[src/rtl/div_sequencer_if.sv]
// Divide request/response bundle between the core datapath and the divide sequencer.
// Latency: none, plain wires.
// Backpressure: the sequencer's Stall output throttles the core; Start is held by the core while stalled.
interface div_sequencer_if #(
  parameter int WIDTH = 32
);
  logic             Start;
  logic             Signed;
  logic [WIDTH-1:0] SrcA;
  logic [WIDTH-1:0] SrcB;
  logic             Stall;
  logic             Busy;
  logic             Done;
  logic [WIDTH-1:0] Result;

  // Core side: issues the request and watches the status.
  modport master (
    output Start, Signed, SrcA, SrcB,
    input  Stall, Busy, Done, Result
  );

  // Sequencer side.
  modport slave (
    input  Start, Signed, SrcA, SrcB,
    output Stall, Busy, Done, Result
  );
endinterface

[src/rtl/div_sequencer.sv]
// Iterative restoring divider sequencer for sdiv/udiv; quotient only, remainder dropped.
// Latency: WIDTH+2 cycles from Start to the Done pulse (1 cycle on a zero divisor).
// Backpressure: Stall freezes the core from the request cycle until the Done cycle.
module div_sequencer #(
  parameter int WIDTH = 32
) (
  input  logic           clk,
  input  logic           reset,
  div_sequencer_if.slave bus
);

  localparam int CW = (WIDTH > 1) ? $clog2(WIDTH) : 1;
  localparam logic [CW-1:0] LAST = CW'(WIDTH - 1);

  typedef enum logic [1:0] {IDLE, RUN, FIXUP, DONE} state_t;

  state_t           state;
  state_t           state_nxt;

  logic [WIDTH-1:0] rem;
  logic [WIDTH-1:0] quo;
  logic [WIDTH-1:0] div_mag;
  logic [WIDTH-1:0] result;
  logic [CW-1:0]    cnt;
  logic             neg_q;

  logic [WIDTH-1:0] mag_a;
  logic [WIDTH-1:0] mag_b;
  logic             div_zero;
  logic [WIDTH:0]   shifted;
  logic [WIDTH-1:0] trial;
  logic             trial_ok;

  // Operand magnitudes and one restoring step. The trial difference fits in
  // WIDTH bits whenever it is kept, since the partial remainder stays below the divisor.
  always_comb begin
    mag_a    = (bus.Signed && bus.SrcA[WIDTH-1]) ? -bus.SrcA : bus.SrcA;
    mag_b    = (bus.Signed && bus.SrcB[WIDTH-1]) ? -bus.SrcB : bus.SrcB;
    div_zero = (bus.SrcB == '0);
    shifted  = {rem, quo[WIDTH-1]};
    trial_ok = (shifted >= {1'b0, div_mag});
    trial    = shifted[WIDTH-1:0] - div_mag;
  end

  // State register; reset drops straight to IDLE.
  always_ff @(posedge clk or negedge reset) begin
    if (!reset) begin
      state <= IDLE;
    end else begin
      state <= state_nxt;
    end
  end

  // Next-state and status outputs. Stall is gated by reset so it also drops
  // immediately while reset is held even if the core keeps Start high.
  always_comb begin
    state_nxt = state;
    bus.Stall = 1'b0;
    bus.Busy  = (state != IDLE);
    bus.Done  = (state == DONE);
    case (state)
      IDLE: begin
        bus.Stall = bus.Start & reset;
        if (bus.Start) begin
          state_nxt = div_zero ? DONE : RUN;
        end
      end
      RUN: begin
        bus.Stall = 1'b1;
        if (cnt == LAST) begin
          state_nxt = FIXUP;
        end
      end
      FIXUP: begin
        bus.Stall = 1'b1;
        state_nxt = DONE;
      end
      DONE: begin
        // Start is typically still high here; it must not relaunch.
        state_nxt = IDLE;
      end
      default: begin
        state_nxt = IDLE;
      end
    endcase
  end

  // Datapath: operand capture, shift/subtract iterations and sign fixup.
  // Operands are only ever read from the latched copies after the Start cycle.
  always_ff @(posedge clk or negedge reset) begin
    if (!reset) begin
      rem     <= '0;
      quo     <= '0;
      div_mag <= '0;
      neg_q   <= 1'b0;
      cnt     <= '0;
      result  <= '0;
    end else begin
      case (state)
        IDLE: begin
          if (bus.Start) begin
            div_mag <= mag_b;
            neg_q   <= bus.Signed & (bus.SrcA[WIDTH-1] ^ bus.SrcB[WIDTH-1]);
            rem     <= '0;
            quo     <= mag_a;
            cnt     <= '0;
            if (div_zero) begin
              result <= '0;
            end
          end
        end
        RUN: begin
          rem <= trial_ok ? trial : shifted[WIDTH-1:0];
          quo <= {quo[WIDTH-2:0], trial_ok};
          cnt <= cnt + CW'(1);
        end
        FIXUP: begin
          // Negation wraps, so most-negative / -1 yields most-negative.
          result <= neg_q ? -quo : quo;
        end
        default: begin
        end
      endcase
    end
  end

  assign bus.Result = result;

endmodule
[src/flat_wrapper.sv]
// flat-port wrapper written by rule: the top's interface ports become plain ports
module div_sequencer_flat 
#(
  parameter int WIDTH = 32
)
  (clk, reset, bus_Start, bus_Signed, bus_SrcA, bus_SrcB, bus_Stall, bus_Busy, bus_Done, bus_Result);
  div_sequencer_if #(.WIDTH(WIDTH)) bus_i ();
  input  logic clk;
  input  logic reset;
  input wire logic [$bits(bus_i.Start)-1:0] bus_Start;
  input wire logic [$bits(bus_i.Signed)-1:0] bus_Signed;
  input wire logic [$bits(bus_i.SrcA)-1:0] bus_SrcA;
  input wire logic [$bits(bus_i.SrcB)-1:0] bus_SrcB;
  output wire logic [$bits(bus_i.Stall)-1:0] bus_Stall;
  output wire logic [$bits(bus_i.Busy)-1:0] bus_Busy;
  output wire logic [$bits(bus_i.Done)-1:0] bus_Done;
  output wire logic [$bits(bus_i.Result)-1:0] bus_Result;
  assign bus_i.Start = bus_Start;
  assign bus_i.Signed = bus_Signed;
  assign bus_i.SrcA = bus_SrcA;
  assign bus_i.SrcB = bus_SrcB;
  assign bus_Stall = bus_i.Stall;
  assign bus_Busy = bus_i.Busy;
  assign bus_Done = bus_i.Done;
  assign bus_Result = bus_i.Result;
  div_sequencer #(.WIDTH(WIDTH)) u_core (.clk(clk), .reset(reset), .bus(bus_i));
endmodule
[config.mk]
export PLATFORM = sky130hd
export DESIGN_NAME = div_sequencer_flat
export DESIGN_NICKNAME = d
export VERILOG_FILES = /design/src/rtl/div_sequencer_if.sv /design/src/rtl/div_sequencer.sv /design/src/flat_wrapper.sv
export SDC_FILE = /design/constraint.sdc
export NUM_CORES = 1
export LEC_CHECK = 0
export BUFFER_PORTS_ARGS = -buffer_cell sky130_fd_sc_hd__buf_2
export CAP_MARGIN = 20
export CORE_MARGIN = 5
export CORE_UTILIZATION = 45
export DETAILED_ROUTE_END_ITERATION = 10
export SLEW_MARGIN = 25
export SYNTH_ARGS = -nofsm -noshare
export SYNTH_HDL_FRONTEND = slang
export SYNTH_SLANG_ARGS = --single-unit
[constraint.sdc]
create_clock -name clk -period 7.1 [get_ports clk]
set_input_delay 0.71 -clock clk [delete_from_list [all_inputs] [get_ports clk]]
set_output_delay 0.71 -clock clk [all_outputs]
set_load 0.02 [all_outputs]
# After elaboration in Yosys (flattened, before gate mapping)
# Cells that the tools add are included.
# Widths: inputs -> output; s select.
[op_classes]
add_sub_neg = 5
magnitude_cmp = 1
eq_ne = 7
muxes = 18
bitwise = 3
reduce_logical = 12
[ops]
columns = ["operator", "n"]
rows = [
  ["$mux 32", 8],
  ["$pmux 32 s2", 3],
  ["$neg 32->32", 3],
  ["$ge 33x32->1", 1],
  ["$logic_not 32->1", 1],
  ["$sub 32x32->32", 1],
  ["$pmux 5 s2", 1],
  ["$pmux 2 s4", 1],
  ["$mux 2", 3],
  ["$reduce_and 2->1", 3],
  ["$reduce_bool 2->1", 3],
  ["$add 5x1->5 const B", 1],
  ["$eq 5x5->1 const B", 1],
  ["$mux 5", 1],
  ["$eq 2x2->1 const B", 2],
  ["$ne 2x1->1 const B", 2],
  ["$reduce_and 3->1", 1],
  ["$and 1x1->1", 2],
  ["$eq 2x1->1 const B", 1],
  ["$logic_and 1x1->1", 2],
  ["$logic_not 2->1", 1],
  ["$ne 2x2->1 const B", 1],
  ["$pmux 1 s2", 1],
  ["$reduce_or 2->1", 1],
  ["$xor 1x1->1", 1],
]
[totals]
regBits = 136
out_inout_bits = 35

# Logic depth before layout (Yosys ltp)
# Gate-level depths: netlist of the first run.
[depth]
depth_word = 4
mapped_depth = 13

# Least setup slack after synthesis of the first run
# No wires, ideal clock.
[synth_timing]
path_type = "input to register"
from = "input bus_SrcB[16]"
to = "register u_core.result[7], in the netlist u_core.bus.Result[7]"
setup_time_ns = 0.141
t_arrival_ns = 2.983
required_time_ns = 6.959
path_slack_ns = 3.976
cell_stages = 10
path_cell_list = "or4_4 -> or3_4 -> or3_4 -> nor3_4 -> nor3b_4 -> a31oi_4 -> buf_6 -> buf_6 -> nand2_1 -> o31ai_2"
[synth_between]
elab_chain_len = 3
[synth_rtl]
columns = ["element", "line", "source"]
rows = [
  ["start: declaration", "flat_wrapper.sv:13", "input wire logic [$bits(bus_i.SrcB)-1:0] bus_SrcB;"],
  ["$logic_not 32->1", "div_sequencer.sv:39", "div_zero = (bus.SrcB == '0);"],
  ["$ne 2x1->1 (no source line)", "n/a", ""],
  ["$reduce_and 3->1 (no source line)", "n/a", ""],
  ["end signal: assignment", "div_sequencer.sv:119", "result <= neg_q ? -quo : quo;"],
  ["end: declaration", "div_sequencer.sv:23", "logic [WIDTH-1:0] result;"],
]
# No other way between the ends.
# A chain may end at the register's enable or synchronous reset.

# Final worst setup path of the first run
[layout_timing]
from = "input bus_SrcB[8]"
to = "register u_core.result[11], in the netlist u_core.bus.Result[11]"
# Same word-level chain as after synthesis.

==> metrics.cfg, run 1 <==
[die]
start_util_pct = 45.71
die_area_um2 = 25320
die_h_um = 159.1
core-area_um2 = 21890
fp.dieW_um = 159.1
rows = 54
io_pins = 103

[job]
cap_violations = 0

[status]
status = finished clean

[clocking]
clkLatencyLatePin_ns = 0.43
cts.clk_slew.worst_paths_ns = 0.07
cts_setup_buffers = 0
cts_tree = built
clock-sinks = 136
cts_resized = 0
cts_root_buffer = clkbuf_16
clockBufferDepth = 2
htree_levels = 4
cts_hold_buf = 0
numCtsBuffers = 17

[placed_design]
io_buffers = 102
gp_congestion = 0.9135
dpl_cell_area_um2 = 10650
dp_hpwl_mm = 19.74

[detailed_routing]
ant_nets = 0
drt_pre_antenna_iters = 4
wire_per_inst_um = 17.13
detail_route.wirelength_mm = 27.01
vias_per_cell = 5.703
routed-via-count = 8994
drt-initial-drc-count = 477
route.detailed.drc = 0

[sta]
finalHoldViolCount = 0
min_period_ns = 3.215
clock_skew_ns = 0.01150
tightest_slew_ns = 0.9152
period_share_pct = 45.28
slew_viol_final = 0
holdWs_ns = 0.3019
finalSetupViolCount = 0
rsz0062_at_grt = no
slew_headroom_pct = 38.42
finalSetupTns_ns = 0
max_freq_mhz = 311.0

[power_and_ir_drop]
switching_share_pct = 48.84
leakagePower_nw = 4.993
peakVddDrop_uv = 256.7
power.share.sequential_pct = 25.0
clkPwrFrac_pct = 16.7
p_switching_mw = 2.772
p_per_area_nw_per_um2 = 503.1
intPower_mw = 2.904
combPwrFrac_pct = 58.3

[final_layout]
multiInputGateArea_um2 = 6086
area_delta_synth_final_pct = 12.74
nFillCells = 2179
drive_above_1_share_pct = 13.80
final_area_um2 = 11280
seqCellArea_um2 = 3403
antenna_cells = 0
nets = 1394

[synthesis]
synth.avg_cell_area_um2 = 8.142
syn_area_um2 = 10010
synth_top_area_share_pct = 34.01
yosys_warnings = 0
syn-num-nets = 1339
yosysTopAreaCell = dfrtp_1
ys.flop_type = dfrtp_1
synthCells = 1229
seq_area_frac_synth_pct = 34.01
synth_common_cells = nand2_1, dfrtp_1, o21ai_0
yosys-top-cells-area = dfrtp_1, nand2_1, o21ai_0
synth_edf_count = 0
yosysMostFrequentCell = nand2_1
ys_types = 68
synthArstFlopShare_pct = 100.0
ys_ff_latch = 136

[critical_path]
end_kind = register
timing.setup.critical_path_class = primary input to register
path_max_fanout = 58
start_kind = primary input
required_ns = 7.43
cp_data_arrival_time_ns = 3.55

[grt]
grt_overflow_total = 0
grt_first_pass_wirelength_mm = 45.34
first_global_vias = 8843
grt_max_degree = 82
track_usage_pct = 21.28
antenna_found_initial = 0

[min_path]
worst_hold_path_type = primary input to asynchronous set/reset pin

==> worst max-delay path: stages <==
cell and delay [ns]:
buf_2 0.12, nor4_1 0.45, or3b_1 0.43, or4_1 0.47, nor3_4 0.23, nor3b_4 0.35
a31oi_4 0.11, buf_4 0.33, o31ai_1 0.31
==> cells in the final DEF, fill, tap and decap left out, types with 4 or more instances in the layout <==
cell	instances
a211oi_1	5
a21o_1	19
a21oi_1	72
a221o_1	9
a31o_2	4
a31oi_1	15
and3_1	9
buf_2	101
buf_4	11
clkbuf_16	17
dfrtp_1	136
ha_1	40
inv_1	54
inv_6	4
mux2i_1	12
nand2_1	201
nand2b_1	10
nand3_1	12
nand4_1	10
nor2_1	73
nor2b_1	5
nor3_1	31
nor4_1	16
o2111ai_1	5
o211ai_1	34
o21a_1	4
o21ai_0	109
o21ai_1	4
o221ai_1	5
o22ai_1	4
o311ai_0	4
o31ai_1	43
o31ai_2	11
o41ai_1	7
or3_1	14
or4_1	10
xnor2_1	47
xor2_1	61
==> cell families after synthesis <==
kind of cell	synth area share, %
xor+xnor	9.452
flops	34.01
mux	1.200
fa+ha+maj	5.326
simple gates	18.90
compound gates	25.63
buf+inv	5.476
==> metal layers <==
layer  track usage, %  share of wire, %
met4            6.708               2.4
met1            27.95                46
met3            3.443               3.7
met2            36.01                48
met5                0                 0
==> stage by stage <==
step,std cells,setup slack [ns],util (%),total power [mW]
5_1_grt,1577,3.623,51.54,6.202
3_3_place_gp,1544,3.512,48.63,4.672
6_report,1577,3.885,51.54,5.676
4_1_cts,1576,3.659,51.45,5.686
2_1_floorplan,1229,3.976,-,3.912
3_5_place_dp,1544,3.437,48.63,4.706
==> cell type report <==
| type | count | area share, % |
|---|---|---|
| Multi-Input combinational cell | 959 | 53.94 |
| Sequential cell | 136 | 30.17 |
| Timing Repair Buffer | 114 | 5.445 |
| Clock buffer | 18 | 3.804 |
| Tap cell | 280 | 3.105 |
| Inverter | 56 | 1.863 |
| Clock inverter | 14 | 1.675 |
==> power groups by stage <==
| stage | logic (mW) | registers (mW) | clock network [mW] |
|---|---|---|---|
| floorplan | 2.49 | 1.42 | 0 |
| global placement | 3.25 | 1.42 | 0 |
| detailed placement | 3.28 | 1.43 | 0 |
| CTS | 3.30 | 1.42 | 0.971 |
| global route | 3.72 | 1.47 | 1.01 |
| finish | 3.31 | 1.42 | 0.951 |
==> worst paths after layout <==
check | from | end | slack [ns] | depth (start not counted)
min in group clk | u_core.bus.Result[16] | u_core.bus.Result[16] | 0.47 | 2
min reg2reg | u_core.bus.Result[16] | u_core.bus.Result[16] | 0.47 | 2
max reg2reg | u_core.quo[8] | u_core.bus.Result[31] | 3.91 | 8
min | reset | u_core.bus.Result[31] | 0.30 | 1
max in group asynchronous | reset | u_core.bus.Result[18] | 5.54 | 2
max | bus_SrcB[8] | u_core.bus.Result[11] | 3.89 | 9
==> sequential cells by signal (all words and copies together), names as in the netlist <==
register and flops:
u_core.bus.Result 32, u_core.div_mag 32, u_core.quo 32, u_core.rem 32, u_core.cnt 5, u_core.state 2
u_core.neg_q 1
Note: power is estimated with default switching activity, not from simulation.
==> run 2, diff against run 1 <==
Settings changed: ABC_AREA from default to 1, PLACE_DENSITY from default to 0.66.
Clock period 7.1 ns to 2.7 ns, I/O delays scaled along.
==> metrics.cfg, run 2 <==
[status]
status = finished clean

[clocking]
clock-sinks = 136
clkLatencyLatePin_ns = 0.43
cts_root_buffer = clkbuf_16
cts.clk_slew.worst_paths_ns = 0.07
htree_levels = 4
numCtsBuffers = 17
cts_setup_buffers = 0
clockBufferDepth = 2
cts_tree = built

[detailed_routing]
drt_pre_antenna_iters = 7
detail_route.wirelength_mm = 33.31
wire_per_inst_um = 15.25
drt-initial-drc-count = 932
routed-via-count = 11369
route.detailed.drc = 0
vias_per_cell = 5.206
ant_nets = 0

[critical_path]
timing.setup.critical_path_class = register to register
critical_path_buf_inv_count = 2
cp_data_arrival_time_ns = 2.78
worst_path_max_delay_cell = fa_1
crit_cells = 15
path_max_fanout = 4
r2r.worst_path.cells = 15
critical_path.max_stage_delay_ns = 0.42
start_kind = register
end_kind = register
cp_cell_sequence = inv_1 > ha_1 > fa_1 > inv_1 > nand3_1 > nand3_1 > nand2_1 > nand2_1 > nand2_1 > nand3_1 > nand2_1 > nand2_1 > nand2_1 > nand3_1 > nand2_1
required_ns = 3.01
worst_path_most_repeated_cell = nand2_1
crit_family = simple AND/OR/NAND/NOR gates

[sta]
min_period_ns = 2.466
max_freq_mhz = 405.4
finalSetupViolCount = 0
slew_viol_final = 0
slew_headroom_pct = 37.51
clock_skew_ns = 0.01095
tightest_slew_ns = 0.9360
finalSetupTns_ns = 0
finalHoldViolCount = 0
rsz0062_at_grt = no
period_share_pct = 91.35

[final_layout]
drive_above_1_share_pct = 9.731
seqCellArea_um2 = 3403
layout_commonest_cell = nand2_1
antenna_cells = 0
multiInputGateArea_um2 = 6435
area_delta_synth_final_pct = 12.94
fin_util_pct = 51.56
nFillCells = 2526
final_area_um2 = 12500
nets = 1957
final_cell_mix = nand2_1, inv_1, nand3_1
layoutNonFillerInstCount = 2184

[grt]
use_met2_pct = 33.08
grt_first_pass_wirelength_mm = 55.33
antenna_found_initial = 0
first_global_vias = 10624
track_usage_pct = 24.15
busiest_layer = met1
use_met3_pct = 5.546
grt_max_degree = 103
grt_overflow_total = 0
grt_util_met1_pct = 37.59

[synthesis]
synth_xor_area_share_pct = 4.589
syn-num-nets = 1867
synthArstFlopShare_pct = 100.0
synthCells = 1757
yosys-top-cells-area = dfrtp_1, nand2_1, inv_1
ys_types = 43
synth_common_cells = nand2_1, inv_1, nand3_1
synth_fa_ha_area_share_pct = 4.815
synth.avg_cell_area_um2 = 6.301
synth_edf_count = 0
yosysMostFrequentCell = nand2_1
seq_area_frac_synth_pct = 30.74
ys_ff_latch = 136
syn_area_um2 = 11070
synth-compound-area-share_pct = 11.81
synth_mux_area_share_pct = 0
yosysTopAreaCell = dfrtp_1
yosys_warnings = 0
synth_top_family_by_area = simple AND/OR/NAND/NOR gates
ys.flop_type = dfrtp_1
synth_simple_gate_area_share_pct = 36.79
synth_top_area_share_pct = 30.74

[power_and_ir_drop]
switching_share_pct = 53.21
total_power_mw = 16.92
combPwrFrac_pct = 64.3
p_per_area_nw_per_um2 = 1353
p_switching_mw = 9.001
power.share.sequential_pct = 21.8
peakVddDrop_uv = 727.0
clkPwrFrac_pct = 13.8
intPower_mw = 7.916
leakagePower_nw = 6.726

[placed_design]
dp_cells = 2151
dpl_cell_area_um2 = 11910
io_buffers = 102
dp_hpwl_mm = 25.89
gp_congestion = 0.9893

[job]
cap_violations = 0

[die]
die_area_um2 = 27840
die_h_um = 166.9
core-area_um2 = 24250
io_pins = 103
fp.dieW_um = 166.9
start_util_pct = 45.66
rows = 57

[min_path]
whs_path_depth = 3
worst_hold_path_type = primary input to register

==> run 2: cell types whose count changed after synthesis, moves of 18 or more <==
cell	before	now
clkbuf_1	63	34
nand3_1	12	164
a21o_1	19	1
o31ai_1	43	6
inv_1	55	263
nor2_1	75	136
nand2_1	202	570
xnor2_1	47	18
o211ai_1	34	10
xor2_1	61	40
==> run 2: worst min-delay path, delay by kind of cell <==
kind          cells  cell delay [ns]
buf+inv           1             0.12
simple gates      2             0.14
==> run 2: final timing paths <==
path / start / to / slack (ns)
max: u_core.quo[31] / u_core.rem[24] / 0.23
min: bus_SrcB[31] / u_core.div_mag[31] / 0.15
min reg2reg: u_core.bus.Result[29] / u_core.bus.Result[29] / 0.47
min in group asynchronous: reset / u_core.rem[8] / 0.31
max reg2reg: u_core.quo[31] / u_core.rem[24] / 0.23
max in group asynchronous: reset / u_core.bus.Result[9] / 1.47
==> run 2: cell families after synthesis <==
group                    after synthesis
AO/OA/AOI/OAI                        242
AND/OR/NAND/NOR                      962
XOR/XNOR                              58
adder cells (fa/ha/maj)               42
buffers and inverters                317
flip-flops                           136
==> run 2: per-stage QoR <==
step,hold WS (ns),setup slack [ns]
3_5_place_dp,0.2009,0.2598
6_report,0.1455,0.2336
2_1_floorplan,-0.02559,0.6773
3_3_place_gp,0.1925,0.2755
4_1_cts,0.1349,0.2386
5_1_grt,0.1579,0.03142
==> run 2: what timing repair did <==
action | in CTS | in global routing
endpoints found under the hold margin | 34 | 0
resized for setup | 0 | 0
hold buffers | 1 | 0
==> run 2: power by group through the flow <==
stage	clock, mW	sequential [mW]	combinational (mW)
2_1_floorplan	0	3.73	7.86
3_3_place_gp	0	3.69	10.6
3_5_place_dp	0	3.70	10.7
4_1_cts	2.38	3.68	10.8
5_1_grt	2.47	3.82	12.4
6_report	2.34	3.69	10.9
==> run 2: layer usage <==
| metal | wire length [um] | up-vias | part of all wire [%] |
|---|---|---|---|
| li1 | - | 5777 | - |
| met1 | 17040 | 5182 | 51 |
| met2 | 12920 | 368 | 39 |
| met3 | 2691 | 42 | 8.1 |
| met4 | 668 | 0 | 2.0 |
| met5 | 0 | - | 0 |
==> run 2: final cells by class <==
cell class                 instances  area share (%)
tap                              324           3.242
sequential                       136           27.22
clock inverter                    15           1.231
multi-input combinational       1304           51.47
timing repair buffer             122           5.454
inverter                         266           7.986
clock buffer                      17           3.402
==> run 3, diff against run 2 <==
Settings changed: CELL_PAD_IN_SITES_DETAIL_PLACEMENT from default to 1, CELL_PAD_IN_SITES_GLOBAL_PLACEMENT from default to 1, CORE_MARGIN 5 to 4, CORE_UTILIZATION 45 to 39, PLACE_DENSITY 0.66 to default, PLACE_DENSITY_LB_ADDON from default to 0.1, REMOVE_ABC_BUFFERS from default to 1.
==> metrics.cfg, run 3 (synthesized netlist as in run 2, its figures left out) <==
[status]
status = finished clean

[clocking]
numCtsBuffers = 17
clkLatencyLatePin_ns = 0.43
cts_root_buffer = clkbuf_16
cts_tree = built
cts_setup_buffers = 0
htree_levels = 4
clock-sinks = 136
clockBufferDepth = 2
cts.clk_slew.worst_paths_ns = 0.07

[detailed_routing]
vias_per_cell = 5.273
detail_route.wirelength_mm = 41.64
routed-via-count = 11839
route.detailed.drc = 0
wire_per_inst_um = 18.55
drt-initial-drc-count = 706
ant_nets = 0
drt_pre_antenna_iters = 5

[sta]
finalHoldViolCount = 0
rsz0062_at_grt = no
tightest_slew_ns = 0.7215
finalWorstSetupSlack_ns = 0.1545
slew_viol_final = 0
finalSetupTns_ns = 0
min_period_ns = 2.546
slew_headroom_pct = 51.90
finalSetupViolCount = 0
max_freq_mhz = 392.8
clock_skew_ns = 0.01259
period_share_pct = 94.28
holdWs_ns = 0.1605

[grt]
antenna_found_initial = 0
first_global_vias = 12389
grt_max_degree = 110
track_usage_pct = 27.24
grt_overflow_total = 0
grt_first_pass_wirelength_mm = 67.43

[placed_design]
dpl_cell_area_um2 = 12050
dp_slack_ns = 0.09522
gp_congestion = 0.9222
dp_hpwl_mm = 32.67
io_buffers = 102

[die]
start_util_pct = 39.74
core-area_um2 = 27860
rows = 61
die_h_um = 176.5
die_area_um2 = 31150
io_pins = 103
fp.dieW_um = 176.5

[critical_path]
cp_data_arrival_time_ns = 2.83
required_ns = 2.98
rrSetupSlack_ns = 0.15
path_max_fanout = 23
r2r.worst_path.cells = 12
timing.setup.critical_path_class = register to register
start_kind = register
r2r-end = u_core.rem[0]
reg2reg_from = u_core.div_mag[18]
end_kind = register

[final_layout]
antenna_cells = 0
fin_util_pct = 45.56
drive_above_1_share_pct = 10.55
seqCellArea_um2 = 3403
final_cell_mix = nand2_1, inv_1, nand3_1
layout_commonest_cell = nand2_1
nets = 1964
nFillCells = 3810
final_area_um2 = 12690
area_delta_synth_final_pct = 14.64
multiInputGateArea_um2 = 6462

[power_and_ir_drop]
p_per_area_nw_per_um2 = 1420
peakVddDrop_uv = 891.5
leakagePower_nw = 6.764

[job]
cap_violations = 0

[min_path]
hold_path_end = u_core.div_mag[24]
worst_hold_path_type = primary input to register
whs_path_depth = 3
min_from = bus_SrcB[24]

[run 3: changes by cell type in the layout (fill, tap and decap cells not counted), sizes merged]
cell / delta
buf: +7
[run 3: final cells by class]
cell class | count | share of cell area (%)
Clock buffer | 17 | 3.352
Clock inverter | 15 | 1.400
Inverter | 266 | 7.868
Multi-Input combinational cell | 1304 | 50.92
Sequential cell | 136 | 26.82
Tap cell | 378 | 3.727
Timing Repair Buffer | 129 | 5.915
[run 3: worst max path at each step]
stage | cells past startpoint | slack (ns) | endpoint | from
detailed placement | 12 | 0.1 | u_core.rem[2] | u_core.div_mag[20]
floorplan | 8 | -2.00 | u_core.quo[12] | u_core.state[1]
global placement | 14 | 0.16 | u_core.rem[0] | u_core.div_mag[10]
CTS | 12 | 0.06 | u_core.rem[0] | u_core.div_mag[20]
global route | 14 | 0.006 | u_core.rem[0] | u_core.div_mag[3]
finish | 12 | 0.15 | u_core.rem[0] | u_core.div_mag[18]
[run 3: worst max-delay path, cell delays in order, from the launching register on]
cell,delay (ns)
dfrtp_1,0.37
inv_1,0.10
ha_1,0.41
nand2_1,0.14
nor2_2,0.19
nand2_1,0.11
nor3_2,0.25
nand2_4,0.20
nand2_4,0.20
buf_12,0.20
nand2_1,0.07
nand3_1,0.07
o21ai_0,0.08
[run 3: repair_timing]
| item | in CTS | in global routing |
|---|---|---|
| endpoints found under the setup margin | 0 | 29 |
| endpoints found under the hold margin | 27 | 0 |
| resized for setup | 0 | 11 |
| hold buffers | 1 | 0 |
[run 3: power by group]
group	internal [mW]	switching (mW)	leakage, nW
sequential	2.98	0.726	1.74
clock	1.33	1.11	0.290
combinational	3.80	8.08	4.74
[run 3: metrics by stage]
stage	power, mW	cells
finish	18.02	2245
global route	19.80	2245
CTS	17.94	2245
detailed placement	15.39	2212
global placement	15.10	2212
floorplan	11.29	1706
[run 3: routing by layer]
layer	vias to the layer above	part of all wire, %	track usage [%]
li1	5772	-	-
met1	5763	49	40.52
met2	274	45	43.05
met3	30	4.8	3.619
met4	0	0.93	4.513
met5	-	0	0
